`src/rtl/free_list_pkg.sv`:
```
// Shared definitions for the physical-register free list and the branch stack
// that checkpoints its head pointer.
package free_list_pkg;

  localparam int unsigned NUM_PHYS_REG = 64;
  localparam int unsigned NUM_ARCH_REG = 32;
  localparam int unsigned FL_SIZE      = NUM_PHYS_REG - NUM_ARCH_REG;

  // Tag index width and pointer width (index plus one wrap bit)
  localparam int unsigned TAG_W = $clog2(NUM_PHYS_REG);
  localparam int unsigned PTR_W = $clog2(FL_SIZE) + 1;
  localparam int unsigned IDX_W = PTR_W - 1;

  // Physical register tag: {ready, index}
  typedef logic [TAG_W:0] phys_reg_t;

  // Head/tail pointer: MSB is the wrap bit
  typedef logic [PTR_W-1:0] fl_ptr_t;

  // "No destination" tag; never equal to a stored tag since stored tags have ready = 0
  localparam phys_reg_t DUMMY_REG = '1;

  // FL_SIZE is a power of two, so a plain increment rolls the index and toggles the wrap bit
  function automatic fl_ptr_t ptr_inc(input fl_ptr_t p);
    return p + fl_ptr_t'(1);
  endfunction

endpackage

```
`src/rtl/free_list_if.sv`:
```
// Rename-side request/response bundle of the free list.
interface free_list_if;
  import free_list_pkg::*;

  logic      enable;
  logic      dispatch_en;
  logic      retire_en;
  phys_reg_t T_old_in;
  logic      recover_en;
  fl_ptr_t   recover_head;
  phys_reg_t free_reg_out;
  logic      free_valid;
  fl_ptr_t   head_out;
  fl_ptr_t   free_cnt;
  logic      fl_error;

  // Rename / retire / recovery logic driving the list
  modport master (
    output enable, dispatch_en, retire_en, T_old_in, recover_en, recover_head,
    input  free_reg_out, free_valid, head_out, free_cnt, fl_error
  );

  // The free list itself
  modport slave (
    input  enable, dispatch_en, retire_en, T_old_in, recover_en, recover_head,
    output free_reg_out, free_valid, head_out, free_cnt, fl_error
  );

endinterface

```
`src/rtl/free_list.sv`:
```
// R10K physical-register free list: circular FIFO of free tags with wrap-bit
// head/tail pointers. Supplies a tag at dispatch, reclaims old tags at retire,
// and restores the head from a branch checkpoint on mispredict.
module free_list
  import free_list_pkg::*;
(
  input  logic   clock,
  input  logic   reset_n,
  free_list_if.slave fl
);

  phys_reg_t r_entries [FL_SIZE];
  fl_ptr_t   r_head;
  fl_ptr_t   r_tail;
  logic      r_fl_error;

  logic [IDX_W-1:0] w_head_idx;
  logic [IDX_W-1:0] w_tail_idx;
  logic             w_empty;
  logic             w_full;
  logic             w_dispatch;
  logic             w_recover;
  logic             w_retire_req;
  logic             w_retire;
  phys_reg_t        w_retire_tag;
  fl_ptr_t          w_head_nxt;
  fl_ptr_t          w_tail_nxt;

  assign w_head_idx = r_head[IDX_W-1:0];
  assign w_tail_idx = r_tail[IDX_W-1:0];
  assign w_empty    = (r_head == r_tail);
  assign w_full     = (w_head_idx == w_tail_idx) && (r_head[PTR_W-1] != r_tail[PTR_W-1]);

  assign w_recover    = fl.enable && fl.recover_en;
  assign w_dispatch   = fl.enable && fl.dispatch_en && !w_empty;
  assign w_retire_req = fl.enable && fl.retire_en && (fl.T_old_in != DUMMY_REG);
  // Retire into a full list is dropped (and flagged below)
  assign w_retire     = w_retire_req && !w_full;
  // Freed tags go back with the ready bit cleared
  assign w_retire_tag = {1'b0, fl.T_old_in[TAG_W-1:0]};

  // Next head: recovery wins over a same-cycle dispatch
  always_comb begin
    w_head_nxt = r_head;
    if (w_recover) begin
      w_head_nxt = fl.recover_head;
    end else if (w_dispatch) begin
      w_head_nxt = ptr_inc(r_head);
    end
  end

  // Next tail: retire is independent of recovery
  always_comb begin
    w_tail_nxt = r_tail;
    if (w_retire) begin
      w_tail_nxt = ptr_inc(r_tail);
    end
  end

  // State update; reset refills the list with the unmapped tags NUM_ARCH_REG..
  always_ff @(posedge clock) begin
    if (!reset_n) begin
      for (int unsigned i = 0; i < FL_SIZE; i++) begin
        r_entries[i] <= phys_reg_t'(NUM_ARCH_REG + i);
      end
      r_head     <= '0;
      r_tail     <= fl_ptr_t'(FL_SIZE);
      r_fl_error <= 1'b0;
    end else begin
      r_head <= w_head_nxt;
      r_tail <= w_tail_nxt;
      if (w_retire) begin
        r_entries[w_tail_idx] <= w_retire_tag;
      end
      if (w_retire_req && w_full) begin
        r_fl_error <= 1'b1;
      end
    end
  end

  // Outputs depend on registered state only; no same-cycle retire bypass
  assign fl.free_reg_out = w_empty ? DUMMY_REG : r_entries[w_head_idx];
  assign fl.free_valid   = !w_empty;
  assign fl.head_out     = r_head;
  assign fl.free_cnt     = r_tail - r_head;
  assign fl.fl_error     = r_fl_error;

endmodule
```
`src/flat_wrapper.sv`:
```
// flat-port wrapper written by rule: the top's interface ports become plain ports
module free_list_flat import free_list_pkg::*;
  (clock, reset_n, fl_enable, fl_dispatch_en, fl_retire_en, fl_T_old_in, fl_recover_en, fl_recover_head, fl_free_reg_out, fl_free_valid, fl_head_out, fl_free_cnt, fl_fl_error);
  free_list_if fl_i ();
  input  logic clock;
  input  logic reset_n;
  input wire logic [$bits(fl_i.enable)-1:0] fl_enable;
  input wire logic [$bits(fl_i.dispatch_en)-1:0] fl_dispatch_en;
  input wire logic [$bits(fl_i.retire_en)-1:0] fl_retire_en;
  input wire logic [$bits(fl_i.T_old_in)-1:0] fl_T_old_in;
  input wire logic [$bits(fl_i.recover_en)-1:0] fl_recover_en;
  input wire logic [$bits(fl_i.recover_head)-1:0] fl_recover_head;
  output wire logic [$bits(fl_i.free_reg_out)-1:0] fl_free_reg_out;
  output wire logic [$bits(fl_i.free_valid)-1:0] fl_free_valid;
  output wire logic [$bits(fl_i.head_out)-1:0] fl_head_out;
  output wire logic [$bits(fl_i.free_cnt)-1:0] fl_free_cnt;
  output wire logic [$bits(fl_i.fl_error)-1:0] fl_fl_error;
  assign fl_i.enable = fl_enable;
  assign fl_i.dispatch_en = fl_dispatch_en;
  assign fl_i.retire_en = fl_retire_en;
  assign fl_i.T_old_in = fl_T_old_in;
  assign fl_i.recover_en = fl_recover_en;
  assign fl_i.recover_head = fl_recover_head;
  assign fl_free_reg_out = fl_i.free_reg_out;
  assign fl_free_valid = fl_i.free_valid;
  assign fl_head_out = fl_i.head_out;
  assign fl_free_cnt = fl_i.free_cnt;
  assign fl_fl_error = fl_i.fl_error;
  free_list u_core (.clock(clock), .reset_n(reset_n), .fl(fl_i));
endmodule
```
`config.mk`:
```
export PLATFORM = sky130hd
export DESIGN_NAME = free_list_flat
export DESIGN_NICKNAME = d
export VERILOG_FILES = /design/src/rtl/free_list_pkg.sv /design/src/rtl/free_list_if.sv /design/src/rtl/free_list.sv /design/src/flat_wrapper.sv
export SDC_FILE = /design/constraint.sdc
export NUM_CORES = 1
export LEC_CHECK = 0
export BUFFER_PORTS_ARGS = -buffer_cell sky130_fd_sc_hd__buf_4
export CORE_ASPECT_RATIO = 1.5
export CORE_UTILIZATION = 40
export DETAILED_ROUTE_END_ITERATION = 12
export GPL_ROUTABILITY_DRIVEN = 0
export PLACE_DENSITY = 0.57
export RECOVER_POWER = 100
export SLEW_MARGIN = 40
export SYNTH_ARGS = -nofsm -noshare
export SYNTH_HDL_FRONTEND = slang
export SYNTH_SLANG_ARGS = --single-unit
```
`constraint.sdc`:
```
create_clock -name clock -period 2.4 [get_ports clock]
set_input_delay 0.36 -clock clock [delete_from_list [all_inputs] [get_ports clock]]
set_output_delay 0.36 -clock clock [all_outputs]
set_load 0.05 [all_outputs]
```
After elaboration in Yosys (flattened, before gate mapping)
Memories as Yosys holds them, arrays and structs flattened. A register that Yosys moved wholly into a read port is not among the register bits.
Index checks and enable logic that the tools add are counted.
- $add $sub $neg: 3
- multiplexer cells: 12
- reduce and logical (&&, ||, !) cells: 12
- equality and inequality tests: 4
- operator list (kind ; number):
    $mux 6 ; 3
    $mux 5 ; 3
    $add 6x1->6 const B ; 2
    $logic_and 1x1->1 ; 8
    $mux 7 ; 1
    $ne 7x7->1 const B ; 1
    $eq 6x6->1 ; 1
    $reduce_or 6->1 ; 1
    $sub 6x6->6 ; 1
    $eq 5x5->1 ; 1
    $mux 1 ; 5
    $logic_not 1->1 ; 2
    $reduce_bool 2->1 ; 1
    $ne 1x1->1 ; 1
- RAM bits: 192
- output and inout port bits: 21
- register bits after elaboration: 13
- word-level logic and storage cells: 35
- input port bits: 19
- memories: 1
- memory list (memory ; words ; bits a word ; read ports ; clocked after memory_dff ; wr ports ; line ; source):
    u_core.r_entries ; 32 ; 6 ; 1 ; 1 ; 32 ; free_list.sv:12 ; phys_reg_t r_entries [FL_SIZE];

Longest topological paths before layout
- depth after elaboration: 9
- mapped depth: 9
- depth with buffers taken out: 8

Least setup slack after synthesis
Ideal clock, no wire load.
- path kind: reg-to-reg
- start: register u_core.r_head[4], in the netlist u_core.fl.head_out[4]
- end: memory u_core.r_entries[26][0] (netlist name), enable pin
- data required time: 2.023 ns
- path slack: -0.536 ns
- library setup time: 0.377 ns
- cell stages (with the launch flop): 8
- data arrival time: 2.559 ns
- buffers on the path: 1
- clock period less this slack: 2.936 ns
- path through: dfxtp_1 > inv_1 > ha_1 > and4_1 > and3_1 > buf_2 > or3_1 > o21ai_0
- RTL lines (item ; line ; source):
    start, declared ; free_list.sv:13 ; fl_ptr_t r_head;
    start signal, assigned ; free_list.sv:70 ; r_head <= w_head_nxt;
    end, declared ; free_list.sv:12 ;

==> summary.txt <==
Drt
  – Routed Antenna Nets: 0
  – # DRC: 0
  – Via density: 5.63
  – M1 wire length: 11300 µm
  – Detailed Route WL: 31900 µm
  – Number of detailed-route iterations in the first pass: 9
  – DR iter-0 viols: 539
  – Vias: 7485
  – DR WL/cell: 24.0 µm
  – Top sig layer: met4
  – Met3 WL post-DR: 1370 µm
  – Metal2 WL: 16800 µm

STA
  – Clk_skew: 0.00813 ns
  – RSZ-0062 raised after global routing: yes
  – Fin. Hold Viols: 0
  – Final min period: 2.77 ns
  – Setup TNS: -28.55 ns
  – Fin Hold WS: 0.175 ns
  – Number of slew-limit violations in the final report: 0
  – Worst Slack Setup Final: -0.369 ns
  – Rel. slew slack: 59.3%
  – Final Cycle Share: 115%
  – Worst Tran Pin Value: 0.613 ns
  – Setup violations, final: 265
  – FMAX: 361 MHz

Power and ir drop
  – Pwr Density: 691 nW/µm²
  – Psw: 2.36 mW
  – Leak: 4.14 nW
  – Cell internal pwr: 6.62 mW
  – Net Sw Frac: 26.3%
  – Comb pwr share: 17.0%
  – Power share of the sequential group: 45.6%
  – Worst IR drop on VDD: 0.000587 V
  – Clk pwr share: 37.4%

Synth
  – Avg Synthesized Cell Area: 12.1 µm²
  – Warnings from Yosys: 0
  – Top cell type's share of synthesized area: 56.8%
  – Syn nets: 870
  – Post-Synthesis Cell Area: 10200 µm²
  – Top post-synthesis cells by area: edfxtp_1 57%, mux2i_1 9.6%, nand2_1 3.7%, dfxtp_1 3.5%, nor2_1 3.4%
  – Most used DFF post-synth: edfxtp_1
  – Most frequent cells after synthesis: 192 x edfxtp_1, 100 x nand2_1, 97 x mux2i_1
  – Most frequent cell after synthesis: edfxtp_1
  – Distinct cell type count after synthesis: 49
  – Register bit count reported by yosys: 210
  – Async set-reset flop share out of synthesis: 0%
  – Post-synth EDFFs: 192
  – Seq/Total Area, Yosys: 60.3%
  – Synth area leader: edfxtp_1
  – Cell count after synthesis: 840

Layout
  – Share of layout cells above drive strength 1: 29.8%
  – Area Growth Syn to Fin: 27.9%
  – Diodes inserted: 0
  – Layout net count: 1016
  – FILL cells: 2193
  – Core Util, Final: 52.0%

Clocking
  – H-tree depth: 1
  – Clk Latency, worst-skew pair: 0.50 ns
  – CTS buffer count: 21
  – CTS Root Cell: clkbuf_16
  – CTS Sinks: 210
  – Clock transition at path regs: 0.06 ns
  – CTS tree: done
  – Clk buf depth: 3

Die
  – I/O pin count: 40
  – Starting density of the core: 40.7%
  – Core Box Area: 25000 µm²
  – Die X: 132 µm
  – Rows: 71
  – Die area: 26000 µm²
  – Die Y: 197 µm

Worst hold path
  – Hold Crit Class: input port to register

Critical path
  – Crit start category: register
  – Critical Path RT: 2.04 ns
  – CP Max Fanout: 7
  – Setup CP Type: register to output port
  – Critical Path AT: 2.41 ns
  – Worst setup EP type: output port

Placement
  – Pre-CTS setup slack: -0.0900 ns
  – Detailed placement HPWL: 22400 µm
  – Buffers on Ports: 39

Global routing
  – Global-route wire length before repair: 46500 µm
  – Vias in the first global route: 7738
  – GRT Total Usage: 24.7%
  – Pin count of the biggest net entering global routing: 30
  – Initial antenna violation count: 0
  – Final global-route overflow total: 0

Run status
  – Status: finished, violations left
  – Failing checks: negative setup slack

Run
  – Max Cap Viol: 0
[registers in the layout, summed over array words and instances, names as in the netlist, named ones only]
name,flops
u_core.r_tail,6
u_core.fl.head_out,6
u_core.fl.fl_error,1
u_core.r_entries,192
[logic make-up (layout without fill, tap and decap cells)]
logic type	after synthesis	count (layout)	share of synthesized area, %
and+or+nand+nor	317	320	15.8
DFF	210	210	60.3
AOI/OAI and AO/OA	122	122	8.17
muxes	97	97	9.56
buffers and inverters	70	228	3.54
xor gates and xnor gates	13	13	1.20
adders and majority gates	11	11	1.43
[timing repair]
item / CTS / global route
setup buffers: 15 / 15
pin swaps: 34 / 19
endpoints found under the hold margin: 0 / 0
endpoints found under the setup margin: 25 / 91
hold buffers: 0 / 0
resized for setup: 92 / 25
gates cloned: 8 / 0
[cell usage in the layout, fill, tap and decap left out, types with 10 or more instances in the layout]
| master | count |
|---|---|
| a221oi_2 | 22 |
| a22o_1 | 24 |
| buf_12 | 13 |
| buf_4 | 132 |
| buf_6 | 11 |
| clkbuf_1 | 17 |
| clkbuf_16 | 21 |
| dfxtp_1 | 10 |
| edfxtp_1 | 192 |
| mux2i_1 | 92 |
| nand2_1 | 98 |
| nand2b_1 | 15 |
| nand3_1 | 17 |
| nor2_1 | 90 |
| nor2b_1 | 18 |
| o21ai_0 | 13 |
| o21ai_1 | 11 |
| o21ai_2 | 15 |
| or3_1 | 17 |
| or4_1 | 17 |
[worst max-delay path: stages (launching register included)]
cell and delay (ns):
dfxtp_4 0.48, buf_12 0.16, buf_16 0.12, mux2i_1 0.08, a22o_1 0.24, a221oi_2 0.24
o22ai_2 0.19, o21ai_4 0.21, buf_6 0.18
[worst paths after layout]
kind,end,slack (ns),depth (start not counted),from
max,fl_free_reg_out[1],-0.37,8,register
min reg2reg,u_core.fl.fl_error,0.50,2,u_core.fl.fl_error
min,u_core.fl.head_out[5],0.17,3,fl_recover_head[5]
max reg2reg,u_core.r_entries[4][1],-0.23,10,u_core.fl.head_out[1]
[area by class of cell]
| class | instances | area, µm² | area share [%] |
|---|---|---|---|
| Sequential cell | 210 | 6150 | 47.4 |
| Multi-Input combinational cell | 563 | 4130 | 31.8 |
| Clock buffer | 28 | 562 | 4.33 |
| Timing Repair Buffer | 178 | 1560 | 12.0 |
| Tap cell | 328 | 410 | 3.16 |
| Clock inverter | 10 | 128 | 0.983 |
| Inverter | 12 | 45.0 | 0.347 |
[power groups by stage]
stage / clock network [mW] / logic, mW / registers [mW]
after global routing: 3.51 / 1.59 / 4.10
after global placement: 0 / 1.26 / 4.16
final: 3.36 / 1.52 / 4.09
after detailed placement: 0 / 1.27 / 4.16
after CTS: 3.38 / 1.53 / 4.10
after floorplan: 0 / 0.732 / 4.18
[per-stage QoR]
stage | cells | total power, mW | cell area (µm²)
2_1_floorplan | 840 | 4.92 | 10200
3_3_place_gp | 1258 | 5.42 | 11600
3_5_place_dp | 1258 | 5.43 | 11600
4_1_cts | 1317 | 9.00 | 13000
5_1_grt | 1329 | 9.20 | 13000
6_report | 1329 | 8.98 | 13000
[routing by layer]
metal | vias up | track usage (%)
met3 | 106 | 2.87
met5 | - | 0
li1 | 3418 | -
met2 | 274 | 46.0
met1 | 3687 | 25.7
met4 | 0 | 18.0
Power figures use the tool's default switching activity.
